==> src/rtl/linebuf_sched.sv <==
// linebuf_sched -- write/read scheduler for a three-line RAM buffer feeding a
// 3x3 window. It counts accepted pixels into column/row positions, picks the
// line RAM to write, and reports which RAMs hold rows y-2 and y-1.
//
// Parameters:
//   COLUMN_SIZE  pixels per row (max 2048, addr is 11 bits)
//   ROW_SIZE     rows per frame
// Ports:
//   clk          single clock, rising edge
//   aclr         asynchronous active-low reset
//   data_valid   pixel strobe, one pixel accepted per clk while high
//   ram_wren     one-hot write enable for line RAMs 0..2
//   addr         shared column address for all line RAMs
//   rd_top_sel   RAM index holding row y-2
//   rd_mid_sel   RAM index holding row y-1
//   win_valid    3x3 window at addr is complete
//   row_end      pulse with the last pixel of a row
//   frame_end    pulse with the last pixel of a frame
// All outputs are registered one clock after the accepting edge.
//
// Build option: define LINEBUF_BORDER_BLANK_EN to suppress win_valid on
// columns 0 and 1 (incomplete left border of the window).

module linebuf_sched #(
  parameter int unsigned COLUMN_SIZE = 1280,
  parameter int unsigned ROW_SIZE    = 1024
) (
  input  logic        clk,
  input  logic        aclr,
  input  logic        data_valid,
  output logic [2:0]  ram_wren,
  output logic [10:0] addr,
  output logic [1:0]  rd_top_sel,
  output logic [1:0]  rd_mid_sel,
  output logic        win_valid,
  output logic        row_end,
  output logic        frame_end
);

  localparam int unsigned ROW_W = (ROW_SIZE > 1) ? $clog2(ROW_SIZE) : 1;
  localparam logic [10:0]      COL_LAST = 11'(COLUMN_SIZE - 1);
  localparam logic [ROW_W-1:0] ROW_LAST = ROW_W'(ROW_SIZE - 1);
  localparam logic [ROW_W-1:0] ROW_ONE  = ROW_W'(1);

  typedef enum logic [1:0] {IDLE, FILL, RUN} state_e;

  state_e           state_q, state_d;
  logic [10:0]      col_q, col_d;
  logic [ROW_W-1:0] row_q, row_d;
  logic [1:0]       wr_ptr_q, wr_ptr_d;

  logic [2:0]       ram_wren_q, ram_wren_d;
  logic [10:0]      addr_q, addr_d;
  logic [1:0]       top_q, top_d;
  logic [1:0]       mid_q, mid_d;
  logic             win_q, win_d;
  logic             row_end_q, row_end_d;
  logic             frame_end_q, frame_end_d;

  logic             last_col, last_row, border_ok;

  assign last_col = (col_q == COL_LAST);
  assign last_row = (row_q == ROW_LAST);

`ifdef LINEBUF_BORDER_BLANK_EN
  assign border_ok = (col_q >= 11'd2);
`else
  assign border_ok = 1'b1;
`endif

  always_comb begin
    state_d     = state_q;
    col_d       = col_q;
    row_d       = row_q;
    wr_ptr_d    = wr_ptr_q;
    ram_wren_d  = '0;
    addr_d      = addr_q;
    top_d       = top_q;
    mid_d       = mid_q;
    win_d       = 1'b0;
    row_end_d   = 1'b0;
    frame_end_d = 1'b0;

    if (data_valid) begin
      ram_wren_d  = 3'b001 << wr_ptr_q;
      addr_d      = col_q;
      // Read selects are the two RAMs not being written, oldest first.
      unique case (wr_ptr_q)
        2'd0:    begin top_d = 2'd1; mid_d = 2'd2; end
        2'd1:    begin top_d = 2'd2; mid_d = 2'd0; end
        default: begin top_d = 2'd0; mid_d = 2'd1; end
      endcase
      win_d       = (state_q == RUN) && border_ok;
      row_end_d   = last_col;
      frame_end_d = last_col && last_row;

      col_d = last_col ? '0 : col_q + 11'd1;
      if (last_col) begin
        row_d    = last_row ? '0 : row_q + ROW_ONE;
        wr_ptr_d = (wr_ptr_q == 2'd2) ? 2'd0 : wr_ptr_q + 2'd1;
      end

      unique case (state_q)
        IDLE: state_d = FILL;
        FILL: if (last_col && row_q == ROW_ONE) state_d = RUN;
        RUN: begin
          // Frame done: restart the RAM rotation at 0 rather than continuing.
          if (last_col && last_row) begin
            state_d  = IDLE;
            wr_ptr_d = '0;
          end
        end
        default: state_d = IDLE;
      endcase
    end
  end

  always_ff @(posedge clk or negedge aclr) begin
    if (!aclr) begin
      state_q     <= IDLE;
      col_q       <= '0;
      row_q       <= '0;
      wr_ptr_q    <= '0;
      ram_wren_q  <= '0;
      addr_q      <= '0;
      top_q       <= 2'd1;
      mid_q       <= 2'd2;
      win_q       <= 1'b0;
      row_end_q   <= 1'b0;
      frame_end_q <= 1'b0;
    end else begin
      state_q     <= state_d;
      col_q       <= col_d;
      row_q       <= row_d;
      wr_ptr_q    <= wr_ptr_d;
      ram_wren_q  <= ram_wren_d;
      addr_q      <= addr_d;
      top_q       <= top_d;
      mid_q       <= mid_d;
      win_q       <= win_d;
      row_end_q   <= row_end_d;
      frame_end_q <= frame_end_d;
    end
  end

  assign ram_wren   = ram_wren_q;
  assign addr       = addr_q;
  assign rd_top_sel = top_q;
  assign rd_mid_sel = mid_q;
  assign win_valid  = win_q;
  assign row_end    = row_end_q;
  assign frame_end  = frame_end_q;

endmodule

==> config.mk <==
export PLATFORM = sky130hd
export DESIGN_NAME = linebuf_sched
export DESIGN_NICKNAME = d
export VERILOG_FILES = /design/src/rtl/linebuf_sched.sv
export SDC_FILE = /design/constraint.sdc
export NUM_CORES = 1
export LEC_CHECK = 0
export ABC_CLOCK_PERIOD_IN_PS = 1700
export CAP_MARGIN = 30
export CORE_ASPECT_RATIO = 2
export CORE_MARGIN = 1.5
export CORE_UTILIZATION = 49
export DETAILED_ROUTE_END_ITERATION = 8
export GPL_TIMING_DRIVEN = 0
export PLACE_DENSITY = 0.74
export SLEW_MARGIN = 5
export SYNTH_ARGS = -nofsm -noshare
export SYNTH_HDL_FRONTEND = slang
export SYNTH_SLANG_ARGS = --single-unit
==> constraint.sdc <==
create_clock -name clk -period 1.7 [get_ports clk]
set_clock_uncertainty 0.15 [all_clocks]
set_input_delay 0.17 -clock clk [delete_from_list [all_inputs] [get_ports clk]]
set_output_delay 0.17 -clock clk [all_outputs]
set_load 0.005 [all_outputs]
==> results of run 1 <==
==> logic make-up after synthesis <==
logic type / Yosys count / synth area share (%)
fa+ha+maj: 3 / 1.87
compound gates: 21 / 6.74
mux: 13 / 7.49
flops: 45 / 56.2
simple gates: 63 / 19.5
buf+inv: 11 / 3.43
xor+xnor: 11 / 4.80
==> how the worst min path moves through the flow <==
stage | startpoint | end | slack, ps
2_1_floorplan | aclr | addr[0] | -280
3_3_place_gp | rd_top_sel[1] | rd_top_sel[1] | 320
3_5_place_dp | aclr | col_q[10] | 20
4_1_cts | aclr | col_q[10] | 230
5_1_grt | aclr | addr[10] | 290
6_report | aclr | col_q[10] | 210
==> cell type report <==
type	count	area (µm²)	area share (%)
Multi-Input combinational cell	111	846	32.5
Tap cell	51	63.8	2.45
Sequential cell	45	1130	43.4
Inverter	6	22.5	0.865
Clock buffer	7	86.3	3.32
Timing Repair Buffer	44	408	15.7
Buffer	5	46.3	1.78
==> stage by stage <==
step	util [%]	hold slack [ps]	worst slack, ps	setup TNS, ps	cells
CTS	64.8	228	8.67	0	261
detailed placement	59.8	17.1	-223	-2300	242
floorplan	-	-276	13.9	0	167
finish	67.0	213	19.1	0	269
global placement	59.2	319	-793	-37490	241
global route	67.0	288	-72.2	-264	269
==> flip-flops by register name, indices dropped and copies added, names as in the netlist <==
name,cells
row_end,1
wr_ptr_q,2
state_q,2
rd_top_sel,2
win_valid,1
rd_mid_sel,1
addr,11
row_q,10
frame_end,1
ram_wren,3
col_q,11
==> layer usage <==
layer	part of all wire [%]	vias up	global-route usage (%)
li1	-	692	-
met1	38	752	23.5
met2	58	25	32.5
met3	2.8	7	5.21
met4	1.4	0	9.46
met5	0	-	0
==> layout by cell type, fill, tap and decap left out, types with 4 or more instances in the layout <==
master,netlist,layout
buf_4,1,19
buf_6,3,4
clkbuf_8,0,6
clkdlybuf4s50_1,0,21
dfrtp_1,44,41
inv_1,5,5
mux2_2,12,12
nand2_1,13,13
nand3_1,6,6
nand4_1,9,9
nor2_1,8,8
o21ai_0,6,4
xnor2_1,9,9
==> power by group <==
part / internal [W] / switching, W
registers: 0.00122 / 0.000132
logic: 0.000388 / 0.000226
clock network: 0.000322 / 0.000331
total: 0.00193 / 0.000689
==> worst register-to-register path: cells and delay by family (launching register included) <==
kind	cells	cell delay (ps)
AND/OR/NAND/NOR	2	420
AO/OA/AOI/OAI	2	450
adder cells (fa/ha/maj)	1	160
flip-flops	1	390
==> repair_timing <==
item / CTS / global route
hold buffers: 1 / 0
buffers inserted: 11 / 8
pin swaps: 5 / 3
hold endpoints to repair: 19 / 0
endpoints found under the setup margin: 13 / 9
resized for setup: 5 / 9
==> results.toml, run 1 <==
[setup_path]
critical_path.top_delay_family = "compound AO/OA/AOI/OAI gates"
path_max_fanout = 4
worst_setup_path_start_kind = "flip-flop"
ff2ff_setup_slack_ps = 20
max_stage_delay_ps = 390
crit_buf_inv = 0
crit_start = "col_q[0]"
path_class = "reg -> reg"
worstPathRequired_ps = 1740
crit_cells = 5
worstPathArrival_ps = 1720
cpMaxStageDelayCell = "dfrtp_1"
worstSetupEndpointType = "flip-flop"
crit_path_cell_trace = "ha_4 > and4_4 > nand4_1 > a211o_1 > a21o_1"
worstSetupEndpoint = "row_q[9]"
r2r_start = "col_q[0]"
regToRegEndpoint = "row_q[9]"
r2r_cells = 5

[placed_design]
numPortBuffers = 23
place.gp.congestion = 0.857
placed_cell_area_um2 = 2320
dp_hpwl_um = 2760

[grt]
grt_pass1_vias = 1458
antenna_found_initial = 0
grt_pass1_wl_um = 6520
grt_overflow = 0
grt_max_degree = 26
track_usage_pct = 20.2

[synthesis]
synth_largest_area_cell = "dfrtp_1"
synth_edf_count = 0
synth_top_area_share_pct = 54.9
netlist_area_um2 = 2010
ys_warn_count = 0
ys_types = 42
avgSynthCellArea_um2 = 12.0
synth_commonest_cells = "dfrtp_1 (44), nand2_1 (13), mux2_2 (12)"
synthTopCellsByArea = "dfrtp_1 (55%), mux2_2 (6.7%), xnor2_1 (3.9%), nand4_1 (2.8%), nand2_1 (2.4%)"
synth_most_common_cell = "dfrtp_1"
async_flop_share_pct = 100
ys_seq_elements = 45
yosysSeqAreaShare_pct = 56.2
synth_flop_cell = "dfrtp_1"
synthCells = 167
syn_nets = 173

[sta]
post-route-period-util_pct = 98.9
finalMaxSlewViolations = 0
min_period_ps = 1680
hold_violations = 0
slew_headroom_pct = 66.2
max_freq_mhz = 595
tightest_slew_ps = 508
setup_viol_count_final = 0
rsz0062_at_grt = "true"

[cts]
cts_buffer_depth = 2
root_buffer = "clkbuf_8"
cts_tree = "built"
h-tree-depth = 2
worst_skew_pair.late_latency_ps = 300
cts.clk_slew.worst_paths_ps = 80
clock_sink_count = 45
numCtsBuffers = 5

[pwr]
p_leak_nw = 1.19
finalPower_w = 0.00262
power.density_nw_per_um2 = 1010
vdd_drop_max_mv = 0.715

[routing]
drt-total-wl_um = 4070
wl_per_cell_um = 15.1
num_vias = 1476
postRouteAntennaNets = 0
viasPerCell = 5.49
drtIter0Drc = 36
first_pass_iters = 4
drc = 0

[floorplanning]
coreArea_um2 = 3880
die_width_um = 48.2
initial_core_util_pct = 51.6
dieArea_um2 = 4510
die_h_um = 93.5
io_pins = 24
rows = 32

[run]
cap_violations = 0

[final_layout]
final_area_um2 = 2600
drive_gt1_share_pct = 29.4
finalNetCount = 224
antennaDiodeCount = 0
syn2layout_area_growth_pct = 29.8
fill_cells = 321

[hold_path]
hp-class = "in -> async"

[status]
status = "finished, final reports clean"
Note: power is estimated with default switching activity, not from simulation.
==> run 2: changes to the inputs <==
--- a/config.mk
+++ b/config.mk
@@ -8,8 +8,9 @@
 export ABC_CLOCK_PERIOD_IN_PS = 1700
 export CAP_MARGIN = 30
 export CORE_ASPECT_RATIO = 2
-export CORE_MARGIN = 1.5
+export CORE_MARGIN = 4
 export CORE_UTILIZATION = 49
+export CTS_CLUSTER_SIZE = 10
 export DETAILED_ROUTE_END_ITERATION = 8
 export GPL_TIMING_DRIVEN = 0
 export PLACE_DENSITY = 0.74
==> results.toml, run 2 (synthesis gave the netlist of run 1 again) <==
[status]
status = "finished, final reports clean"

[grt]
grt_pass1_vias = 1544
use_met3_pct = 3.03
grt_max_degree = 27
busiest_layer = "met2"
met2_usage_pct = 32.1
grt_pass1_wl_um = 7140
grt_overflow = 0
track_usage_pct = 18.3
antenna_found_initial = 0
use_met1_pct = 20.6

[routing]
viasPerCell = 5.53
drt-total-wl_um = 4260
drc = 0
drtIter0Drc = 32
postRouteAntennaNets = 0
first_pass_iters = 4
num_vias = 1461
wl_per_cell_um = 16.1

[sta]
setup_ws_ps = 17.5
finalMaxSlewViolations = 0
hold_violations = 0
max_freq_mhz = 594
tightest_slew_ps = 477
slew_headroom_pct = 68.2
rsz0062_at_grt = "true"
post-route-period-util_pct = 99.0
setup_viol_count_final = 0
min_period_ps = 1680

[pwr]
p_leak_nw = 1.15
power.density_nw_per_um2 = 1010
vdd_drop_max_mv = 1.11
finalPower_w = 0.00255

[final_layout]
finalNetCount = 218
finalNonFillerCells = 264
syn2layout_area_growth_pct = 26.3
ff_latch_area_um2 = 1130
drive_gt1_share_pct = 25.8
layout_commonest_cell = "dfrtp_1"
multi_input_area_um2 = 837
antennaDiodeCount = 0
fill_cells = 340
final_area_um2 = 2530
mostFrequentLayoutCells = "dfrtp_1 (42), clkdlybuf4s50_1 (21), buf_4 (14)"

[floorplanning]
initial_core_util_pct = 51.1
io_pins = 24
dieArea_um2 = 5240
die_width_um = 53.2
die_h_um = 98.5
coreArea_um2 = 3920
rows = 32

[setup_path]
path_class = "reg -> reg"
worstPathArrival_ps = 1720
worst_setup_path_start_kind = "flip-flop"
crit_buf_inv = 0
crit_start = "col_q[0]"
crit_path_cell_trace = "ha_2 > and4_4 > nand4_1 > a211o_1 > a21o_1"
critical_path.top_delay_family = "simple AND/OR/NAND/NOR gates"
cpMaxStageDelayCell = "dfrtp_1"
worstPathRequired_ps = 1740
worstSetupEndpointType = "flip-flop"
r2r_start = "col_q[0]"
max_stage_delay_ps = 370
path_max_fanout = 4

[run]
cap_violations = 0

[placed_design]
dp_hpwl_um = 3060
placed_cell_area_um2 = 2320
place.gp.congestion = 0.866
numPortBuffers = 23
place_ws_ps = -260
dp_cells = 242

[cts]
cts_buffer_depth = 2
numCtsBuffers = 5
clock_sink_count = 45
cts_tree = "built"
cts.clk_slew.worst_paths_ps = 80
h-tree-depth = 2
root_buffer = "clkbuf_8"
worst_skew_pair.late_latency_ps = 290

[hold_path]
hp-class = "in -> async"
## run 2: final timing paths
| path | to | slack (ps) | depth (start not counted) |
|---|---|---|---|
| worst max register to register | row_q[9] | 20 | 5 |
| max in group asynchronous | rd_top_sel[0] | 600 | 3 |
| min in group clk | rd_top_sel[1] | 340 | 1 |
| worst min-delay path | row_q[7] | 220 | 2 |
| worst min register to register | rd_top_sel[1] | 340 | 1 |
| worst max-delay path | row_q[9] | 20 | 5 |
## run 2: metrics by stage
step | util [%] | setup TNS, ps | hold slack (ps)
global placement | 58.6 | -36630 | 315
finish | 64.5 | 0 | 216
CTS | 63.7 | 0 | 228
floorplan | - | 0 | -276
detailed placement | 59.0 | -2470 | 3.35
global route | 64.5 | -376 | 244
## run 2: area by class of cell
cell class              instances  share of cell area, %
plain buffers                   5                   1.83
flip-flops and latches         45                   44.6
repair buffers                 38                   13.9
multi-input cells             111                   33.1
clock buffers                   7                   3.01
well taps                      51                   2.52
inverters                       6                  0.889
clock inverters                 1                  0.198
## run 2: worst register-to-register path: stages (launching register included)
cell     delay [ps]
dfrtp_1         370
ha_2            180
and4_4          260
nand4_1         190
a211o_1         280
a21o_1          150
## run 2: power by group
group          internal, W  switching [W]  total (W)
logic             0.000356       0.000225   0.000581
registers          0.00122       0.000127    0.00135
clock network     0.000289       0.000335   0.000623
total              0.00186       0.000687    0.00255
## run 2: metal layers
metal | part of all wire (%) | wire [µm]
met1 | 38 | 1600
met2 | 58 | 2460
met3 | 2.4 | 103
met4 | 2.1 | 91
met5 | 0 | 0
## run 2: repair_timing
action | CTS | global route
endpoints found under the setup margin | 13 | 11
hold buffers | 1 | 0
pin swaps | 6 | 4
setup buffers | 11 | 2
resized for setup | 4 | 5
hold endpoints to repair | 19 | 0
